### src/rtl/dmem_pkg.sv
// Shared types and helpers for the data-memory controller: FSM states,
// access sizes, RISC-V load/store funct3 codes and request legality checks.
package dmem_pkg;

   typedef enum logic [1:0] {IDLE, REQ, WAIT, DONE} state_t;

   typedef enum logic [1:0] {SZ_B = 2'b00, SZ_H = 2'b01, SZ_W = 2'b10} size_t;

   localparam logic [2:0] LB  = 3'b000;
   localparam logic [2:0] LH  = 3'b001;
   localparam logic [2:0] LW  = 3'b010;
   localparam logic [2:0] LBU = 3'b100;
   localparam logic [2:0] LHU = 3'b101;
   localparam logic [2:0] SB  = 3'b000;
   localparam logic [2:0] SH  = 3'b001;
   localparam logic [2:0] SW  = 3'b010;

   // Size 2'b11 is never legal; stores have no unsigned variants.
   function automatic logic is_illegal(input logic       we,
                                       input logic [2:0] funct3,
                                       input logic [1:0] offset);
      logic bad_store;
      bad_store = we & !(funct3 inside {SB, SH, SW});
      case (funct3[1:0])
         SZ_B:    is_illegal = bad_store;
         SZ_H:    is_illegal = bad_store | offset[0];
         SZ_W:    is_illegal = bad_store | (offset != 2'b00);
         default: is_illegal = 1'b1;
      endcase
   endfunction

   function automatic logic [3:0] lane_mask(input logic [1:0] size,
                                            input logic [1:0] offset);
      case (size)
         SZ_B:    lane_mask = 4'b0001 << offset;
         SZ_H:    lane_mask = 4'b0011 << offset;
         default: lane_mask = 4'b1111;
      endcase
   endfunction

endpackage

### src/rtl/load_aligner.sv
// Combinational read-data alignment: picks the addressed byte/half out of the
// bus word and sign- or zero-extends it to 32 bits.
module load_aligner
   import dmem_pkg::*;
(
   input  logic [31:0] rdata,
   input  logic [1:0]  offset,
   input  logic [2:0]  funct3,
   output logic [31:0] result
);

   logic [31:0] shifted;

   always_comb begin
      shifted = rdata >> {offset, 3'b000};
      case (funct3)
         LB, LBU: result = {{24{~funct3[2] & shifted[7]}}, shifted[7:0]};
         LH, LHU: result = {{16{~funct3[2] & shifted[15]}}, shifted[15:0]};
         LW:      result = rdata;
         default: result = rdata;
      endcase
   end

endmodule

### src/rtl/dmem_ctrl.sv
// Core memory-stage to data-memory bus sequencer: accepts one load/store at a
// time, drives the req/gnt/rvalid handshake and returns done/err/read data.
module dmem_ctrl
   import dmem_pkg::*;
#(
   parameter int TIMEOUT_CYCLES = 64
)
(
   input  logic        clk,
   input  logic        rst_n,
   input  logic        core_valid,
   input  logic        core_we,
   input  logic [2:0]  core_funct3,
   input  logic [31:0] core_addr,
   input  logic [31:0] core_wd,
   output logic        core_ready,
   output logic        core_done,
   output logic        core_err,
   output logic [31:0] core_rd,
   output logic        bus_req,
   output logic        bus_we,
   output logic [31:0] bus_addr,
   output logic [3:0]  bus_be,
   output logic [31:0] bus_wdata,
   input  logic        bus_gnt,
   input  logic        bus_rvalid,
   input  logic [31:0] bus_rdata
);

   localparam int              CNT_W    = $clog2(TIMEOUT_CYCLES);
   localparam logic [CNT_W-1:0] CNT_LAST = CNT_W'(TIMEOUT_CYCLES - 1);

   state_t           state_reg;
   logic             we_reg;
   logic [2:0]       funct3_reg;
   logic [1:0]       offset_reg;
   logic [CNT_W-1:0] cnt_reg;

   logic [1:0]  req_size;
   logic        req_illegal;
   logic [3:0]  req_be;
   logic [31:0] lane_wdata;
   logic [31:0] aligned_rd;

   assign req_size    = core_funct3[1:0];
   assign req_illegal = is_illegal(core_we, core_funct3, core_addr[1:0]);
   assign req_be      = lane_mask(req_size, core_addr[1:0]);
   assign core_ready  = (state_reg == IDLE);

   // Each byte lane carries the store byte/half that would land there.
   for (genvar gi = 0; gi < 4; gi++) begin : g_lane
      assign lane_wdata[8*gi +: 8] = (req_size == SZ_B) ? core_wd[7:0] :
                                     (req_size == SZ_H) ? core_wd[8*(gi%2) +: 8] :
                                                          core_wd[8*gi +: 8];
   end

   load_aligner u_load_aligner (
      .rdata  (bus_rdata),
      .offset (offset_reg),
      .funct3 (funct3_reg),
      .result (aligned_rd)
   );

   always_ff @(posedge clk or negedge rst_n) begin
      if (!rst_n) begin
         state_reg  <= IDLE;
         we_reg     <= 1'b0;
         funct3_reg <= 3'b000;
         offset_reg <= 2'b00;
         cnt_reg    <= '0;
         core_done  <= 1'b0;
         core_err   <= 1'b0;
         core_rd    <= '0;
         bus_req    <= 1'b0;
         bus_we     <= 1'b0;
         bus_addr   <= '0;
         bus_be     <= '0;
         bus_wdata  <= '0;
      end else begin
         core_done <= 1'b0;
         core_err  <= 1'b0;
         case (state_reg)
            IDLE: begin
               if (core_valid) begin
                  we_reg     <= core_we;
                  funct3_reg <= core_funct3;
                  offset_reg <= core_addr[1:0];
                  if (req_illegal) begin
                     state_reg <= DONE;
                     core_done <= 1'b1;
                     core_err  <= 1'b1;
                  end else begin
                     state_reg <= REQ;
                     cnt_reg   <= '0;
                     bus_req   <= 1'b1;
                     bus_we    <= core_we;
                     bus_addr  <= {core_addr[31:2], 2'b00};
                     bus_be    <= req_be;
                     bus_wdata <= core_we ? lane_wdata : '0;
                  end
               end
            end
            REQ: begin
               // A grant arriving on the last allowed cycle still wins.
               if (bus_gnt) begin
                  bus_req <= 1'b0;
                  bus_we  <= 1'b0;
                  if (we_reg) begin
                     state_reg <= DONE;
                     core_done <= 1'b1;
                  end else begin
                     state_reg <= WAIT;
                     cnt_reg   <= '0;
                  end
               end else if (cnt_reg == CNT_LAST) begin
                  bus_req   <= 1'b0;
                  bus_we    <= 1'b0;
                  state_reg <= DONE;
                  core_done <= 1'b1;
                  core_err  <= 1'b1;
               end else begin
                  cnt_reg <= cnt_reg + CNT_W'(1);
               end
            end
            WAIT: begin
               if (bus_rvalid) begin
                  core_rd   <= aligned_rd;
                  state_reg <= DONE;
                  core_done <= 1'b1;
               end else if (cnt_reg == CNT_LAST) begin
                  state_reg <= DONE;
                  core_done <= 1'b1;
                  core_err  <= 1'b1;
               end else begin
                  cnt_reg <= cnt_reg + CNT_W'(1);
               end
            end
            DONE: begin
               state_reg <= IDLE;
            end
            default: begin
               state_reg <= IDLE;
            end
         endcase
      end
   end

endmodule

### config.mk
export PLATFORM = sky130hd
export DESIGN_NAME = dmem_ctrl
export DESIGN_NICKNAME = d
export VERILOG_FILES = /design/src/rtl/dmem_pkg.sv /design/src/rtl/load_aligner.sv /design/src/rtl/dmem_ctrl.sv
export SDC_FILE = /design/constraint.sdc
export NUM_CORES = 1
export LEC_CHECK = 0
export BUFFER_PORTS_ARGS = -buffer_cell sky130_fd_sc_hd__clkbuf_2
export CELL_PAD_IN_SITES_DETAIL_PLACEMENT = 0
export CELL_PAD_IN_SITES_GLOBAL_PLACEMENT = 1
export CORE_ASPECT_RATIO = 1.2
export CORE_MARGIN = 4
export CORE_UTILIZATION = 38
export DETAILED_ROUTE_END_ITERATION = 16
export HOLD_SLACK_MARGIN = 0.05
export PLACE_DENSITY = 0.79
export SLEW_MARGIN = 10
export SYNTH_ARGS = -nofsm -noshare
export SYNTH_HDL_FRONTEND = slang
export SYNTH_HIERARCHICAL = 1
export SYNTH_SLANG_ARGS = --single-unit
export TNS_END_PERCENT = 50
### constraint.sdc
create_clock -name clk -period 2.38 [get_ports clk]
set_clock_uncertainty 0.05 [all_clocks]
set_input_delay 0 -clock clk [delete_from_list [all_inputs] [get_ports clk]]
set_output_delay 0 -clock clk [all_outputs]
set_load 0.05 [all_outputs]
### Word-level counts from Yosys, hierarchy flattened

Index checks and enable logic that the tools add are counted.

* register bits: 116
* latch bits: 0
* memory bits (writable): 0
* bits in read-only memories: 0
* memories kept: 0

* add/sub/neg operators: 1
* multipliers: 0
* div/mod/pow operators: 0
* order comparisons: 0
* equality and inequality tests: 16
* shift-type cells: 3
* mux-type cells: 41
* bitwise logic cells: 7
* reduce and logical (&&, ||, !) cells: 16

Operators with widths (count)
* 32-bit one-hot mux with 2 select lines: 1
* 8-bit 2-to-1 mux: 5
* 6-bit 2-to-1 mux: 6
* 32-bit 2-to-1 mux: 1
* 32-bit by 5-bit >> shifter with 16-bit output: 1
* 6-bit one-hot mux with 3 select lines: 1
* 1-bit 2-to-1 mux: 15
* 2-bit 2-to-1 mux: 5
* 1-bit one-hot mux with 3 select lines: 3
* 2-bit one-hot mux with 4 select lines: 1
* 4-bit one-hot mux with 2 select lines: 1
* 6-bit by 1-bit adder with 6-bit output, second input constant: 1
* 2-bit equality test, second input constant: 3
* 3-bit by 1-bit equality test with 1-bit output, second input constant: 2
* 3-bit equality test, second input constant: 2
* 6-bit equality test, second input constant: 1
* 3-bit zero test: 2
* 2-bit inequality test, second input constant: 3
* 3-bit inequality test, second input constant: 2
* 3-bit nonzero test: 2
* 5-bit AND reduction: 1
* 2-bit by 1-bit equality test with 1-bit output, second input constant: 2
* 2-bit zero test: 2
* 1-bit one-hot mux with 2 select lines: 2
* other kinds (12): 19

### Longest topological paths before layout

* depth in word-level cells: 9
* mapped depth: 10
* gate-level depth less buffers: 7

### Modules after synthesis

Netlist, hierarchy kept.

By module, submodules not included
* dmem_ctrl: times used 1, cells an instance 388, area each 5062.4 sq um, sequential area each 2902.8 sq um
* load_aligner: times used 1, cells an instance 109, area each 721.9 sq um, sequential area each 0.0 sq um

### Worst setup path before layout

OpenSTA, ideal clock, no wires.

* kind: reg-to-reg
* start point: reg state_reg[0]
* end point: reg bus_wdata[30]
* setup time: 0.121 ns
* arrival: 1.991 ns
* required time: 2.209 ns
* slack: 0.218 ns
* stages on the path, launching flop included: 9
* path buffers: 3
* period minus slack after synthesis: 2.162 ns
* path through: dfrtp_1 inv_1 ha_1 and2_1 clkbuf_1 nand2_2 buf_2 buf_6 a22o_1

* cells in the longest elaborated chain, start to end: 2

Ends and longest elaborated chain
* from (decl): line dmem_ctrl.sv:33 `state_t state_reg;`
* from (signal assigned): line dmem_ctrl.sv:66 `state_reg <= IDLE;`
* from (signal assigned): line dmem_ctrl.sv:89 `state_reg <= DONE;`
* from (signal assigned): line dmem_ctrl.sv:93 `state_reg <= REQ;`
* 2-bit zero test
* via core_ready: line dmem_ctrl.sv:16 `output logic core_ready,`
* 3-bit AND reduction (no source line)
* to (signal assigned): line dmem_ctrl.sv:99 `bus_wdata <= core_we ? lane_wdata : '0;`
* to (decl): line dmem_ctrl.sv:24 `output logic [31:0] bus_wdata,`

The timed path passes the listed nets, and every way through them passes these cells.
A chain may end at the register's enable or synchronous reset.

### Final worst setup path

* start point: reg offset_reg[1]
* end point: reg core_rd[6]

* cells in the longest elaborated chain, start to end: 2

Ends and longest elaborated chain
* from (decl): line dmem_ctrl.sv:36 `logic [1:0] offset_reg;`
* from (signal assigned): line dmem_ctrl.sv:87 `offset_reg <= core_addr[1:0];`
* 32-bit by 5-bit >> shifter with 16-bit output: line load_aligner.sv:15 `shifted = rdata >> {offset, 3'b000};`
* 32-bit one-hot mux with 2 select lines: line load_aligner.sv:16 `case (funct3)`
* via aligned_rd[6]: line dmem_ctrl.sv:43 `logic [31:0] aligned_rd;`
* to (signal assigned): line dmem_ctrl.sv:127 `core_rd <= aligned_rd;`
* to (decl): line dmem_ctrl.sv:19 `output logic [31:0] core_rd,`

The timed path passes the listed nets, and every way through them passes these cells.

==> qor.yml <==
floorplanning:
  die_y_um: 143
  core_area_um2: 15000
  initial_core_util: 0.387
  rows: 49
  io_pins: 210
  fp.dieW_um: 121
  dieArea_um2: 17300
cts:
  numClockSinks: 116
  clk_path_buf_depth: 2
  path_clk_slew_ns: 0.06
  cts-root-buf: "clkbuf_16"
  clk_latency_ns: 0.41
  htreeDepth: 4
  cts_tree: "yes"
  cts_inserted_buffers: 17
routing:
  wl_per_cell_um: 17.7
  first_iter_violations: 335
  drcViolationCount: 0
  ant_nets: 0
  routed_wl_mm: 18.5
  vias: 5358
  dr.pass1.iters: 6
  vias_per_cell: 5.12
synthesis:
  yosys.area_share.simple: 0.0772
  synth.most_common_cell: "dfrtp_1"
  netlist_instances: 497
  synth_flop_cell: "dfrtp_1"
  synth_fa_ha_area_frac: 0.0195
  synthTopCellsByCount: "dfrtp_1, mux2_2, nand2_1"
  synth.avg_cell_area_um2: 11.6
  synthTopCellsByArea: "dfrtp_1, mux2_2, mux2i_1, nand2_1, o21ai_0"
  synth_seq_cells: 116
  seq_area_frac_synth: 0.502
  synth-xor-area-share: 0
  yosys_warnings: 6
  synth.cell_area_um2: 5780
  async_reset_ff_frac: 1.00
  synth_cell_types: 53
  yosysTopAreaCell: "dfrtp_1"
  yosysTopAreaCellShare: 0.502
  synth_top_family_by_area: "multiplexers"
  yosys-mux-area-fraction: 0.193
  synth_compound_area_frac: 0.171
  synth_edf_count: 0
timing:
  tns_ns: 0
  slew_viol_final: 0
  finalHoldViolCount: 0
  worstMarginPinSlew_ns: 0.877
  finalCriticalPeriod_ns: 2.20
  max_freq_ghz: 0.455
  rsz0062_at_grt: "false"
  finalSetupViolCount: 0
  maxSlewHeadroom: 0.415
  min_period_over_period: 0.924
  holdWs_ns: 0.195
  fin_ws_ns: 0.180
power:
  pwr_density_cell_nw_per_um2: 1480
  power.leakage_uw: 0.00428
  max-vdd-ir-drop_uv: 924
grt:
  grt_overflow: 0
  grt_use_total: 0.217
  first_global_vias: 5958
  grt_max_degree: 67
  grt_antenna_before_repair: 0
  grt_pass1_wl_mm: 29.6
cells_and_area:
  syn2layout_area_growth_pct: 53.2
  regArea_um2: 2900
  final_nets: 944
  final_cell_area_um2: 8860
  multiInputGateArea_um2: 2680
  fillers: 1268
  drive_gt1_frac: 0.395
  top_regs: "bus_wdata (32), core_rd (32), bus_addr (30)"
  antenna_cells: 0
place:
  gp_congestion: 0.894
  place_area_um2: 7050
  portBuffers: 207
  pre_cts_ws_ns: 0.225
  dp_hpwl_mm: 12.4
worst_setup_path:
  crit_path_cell_trace: "buf_4, nor2b_2, a22oi_1, o21ai_0, dlygate4sd3_1, mux2_2"
  path_buf_inv: 2
  r2r_start: "offset_reg[1]$_DFFE_PN0P_"
  path_delay_family: "buffers and inverters"
  reg2regPathDepth: 6
  cp.arrival_ns: 2.50
  slowest_stage: "dlygate4sd3_1"
  endpoint_kind: "register"
  rrSetupSlack_ns: 0.18
  startpoint_type: "register"
  cp_max_fo: 11
  timing.rr.end: "core_rd[6]$_DFFE_PN0P_"
  worstPathRequired_ns: 2.68
  max_stage_delay_ns: 0.57
  worstSetupPathType: "reg -> reg"
run_status:
  status: "completed"
run:
  maxCapViolCount: 0
worst_hold_path:
  min_path_type: "in -> async"
## timing repair
action | CTS | global route
gates resized for setup | 0 | 1
setup buffers | 0 | 0
setup endpoints to repair | 0 | 2
hold buffers | 121 | 0
hold endpoints to repair | 173 | 0
## cell usage in the layout (no fill, tap or decap), types with 2 or more instances in the layout
cell | netlist | layout
clkinv_2 | 0 | 3
nand3_1 | 5 | 5
dfrtp_1 | 116 | 116
a31oi_1 | 2 | 2
inv_1 | 11 | 11
buf_4 | 4 | 14
o21a_1 | 3 | 3
clkbuf_16 | 0 | 17
nand2_1 | 59 | 59
nand4_1 | 2 | 2
clkbuf_2 | 0 | 206
a22oi_1 | 5 | 5
o21ai_1 | 3 | 3
mux2_2 | 72 | 72
nand3b_1 | 4 | 4
ha_1 | 9 | 9
a221oi_1 | 3 | 3
a211oi_1 | 3 | 3
bufinv_16 | 0 | 3
clkbuf_1 | 11 | 4
o211ai_1 | 2 | 2
o211a_1 | 3 | 3
o21ai_0 | 36 | 36
buf_12 | 0 | 2
clkbuf_8 | 0 | 2
and2_1 | 3 | 3
nor2b_1 | 6 | 5
and3_1 | 2 | 2
o22ai_1 | 3 | 3
nor2_1 | 6 | 6
a22o_1 | 20 | 20
a21oi_1 | 11 | 11
nor3_1 | 2 | 2
o31ai_1 | 9 | 9
mux2i_1 | 27 | 27
conb_1 | 1 | 2
clkinvlp_4 | 0 | 3
a211o_1 | 2 | 2
o2bb2ai_1 | 19 | 19
dlygate4sd3_1 | 0 | 121
## area by class of cell
type | count | area share
Sequential cell | 116 | 0.328
Tap cell | 204 | 0.0288
Clock buffer | 23 | 0.0528
Timing Repair Buffer | 343 | 0.269
Inverter | 11 | 0.00466
Multi-Input combinational cell | 341 | 0.302
Clock inverter | 9 | 0.0144
## where the power goes
| part | total (uW) | internal [uW] | switching [uW] |
|---|---|---|---|
| Clock | 2580 | 1700 | 888 |
| Sequential | 3470 | 2890 | 584 |
| Combinational | 7060 | 2160 | 4900 |
## routing by layer
metal  routed length (um)  vias to the layer above  GRT usage
met5                    0                        -          0
met4                  501                        0     0.0907
met3                 1270                       36     0.0666
met2                 9620                      241      0.390
met1                 7110                     2595      0.236
li1                     -                     2486          -
## through the flow
stage | cells | util | total power, uW
after global routing | 1047 | 0.592 | 13800
after CTS | 1047 | 0.592 | 13200
after global placement | 894 | 0.471 | 10100
after detailed placement | 894 | 0.471 | 10300
final | 1047 | 0.592 | 13100
after floorplan | 498 | - | 8570
## worst reg2reg max path, stage by stage, from the launching register on
cell	delay [ns]
dfrtp_1	0.49
buf_4	0.25
nor2b_2	0.36
a22oi_1	0.13
o21ai_0	0.16
dlygate4sd3_1	0.57
mux2_2	0.14
## worst max-delay path by stage
stage                                         start                         to  slack, ns  cells past startpoint
after floorplan            state_reg[0]$_DFFE_PN0P_  bus_wdata[30]$_DFFE_PN0P_       0.22                      8
after global placement    offset_reg[0]$_DFFE_PN0P_    core_rd[27]$_DFFE_PN0P_       0.31                      4
after detailed placement  offset_reg[0]$_DFFE_PN0P_    core_rd[18]$_DFFE_PN0P_       0.23                      4
after CTS                 offset_reg[1]$_DFFE_PN0P_     core_rd[5]$_DFFE_PN0P_       0.08                      6
after global routing      offset_reg[0]$_DFFE_PN0P_     core_rd[3]$_DFFE_PN0P_       0.07                      6
final                     offset_reg[1]$_DFFE_PN0P_     core_rd[6]$_DFFE_PN0P_       0.18                      6
## kinds of logic after synthesis
| family | Yosys count |
|---|---|
| other | 1 |
| AO/OA/AOI/OAI | 133 |
| buffers and inverters | 41 |
| AND/OR/NAND/NOR | 96 |
| multiplexers | 101 |
| flip-flops | 116 |
| adder cells (fa/ha/maj) | 9 |
Power figures use the tool's default switching activity.
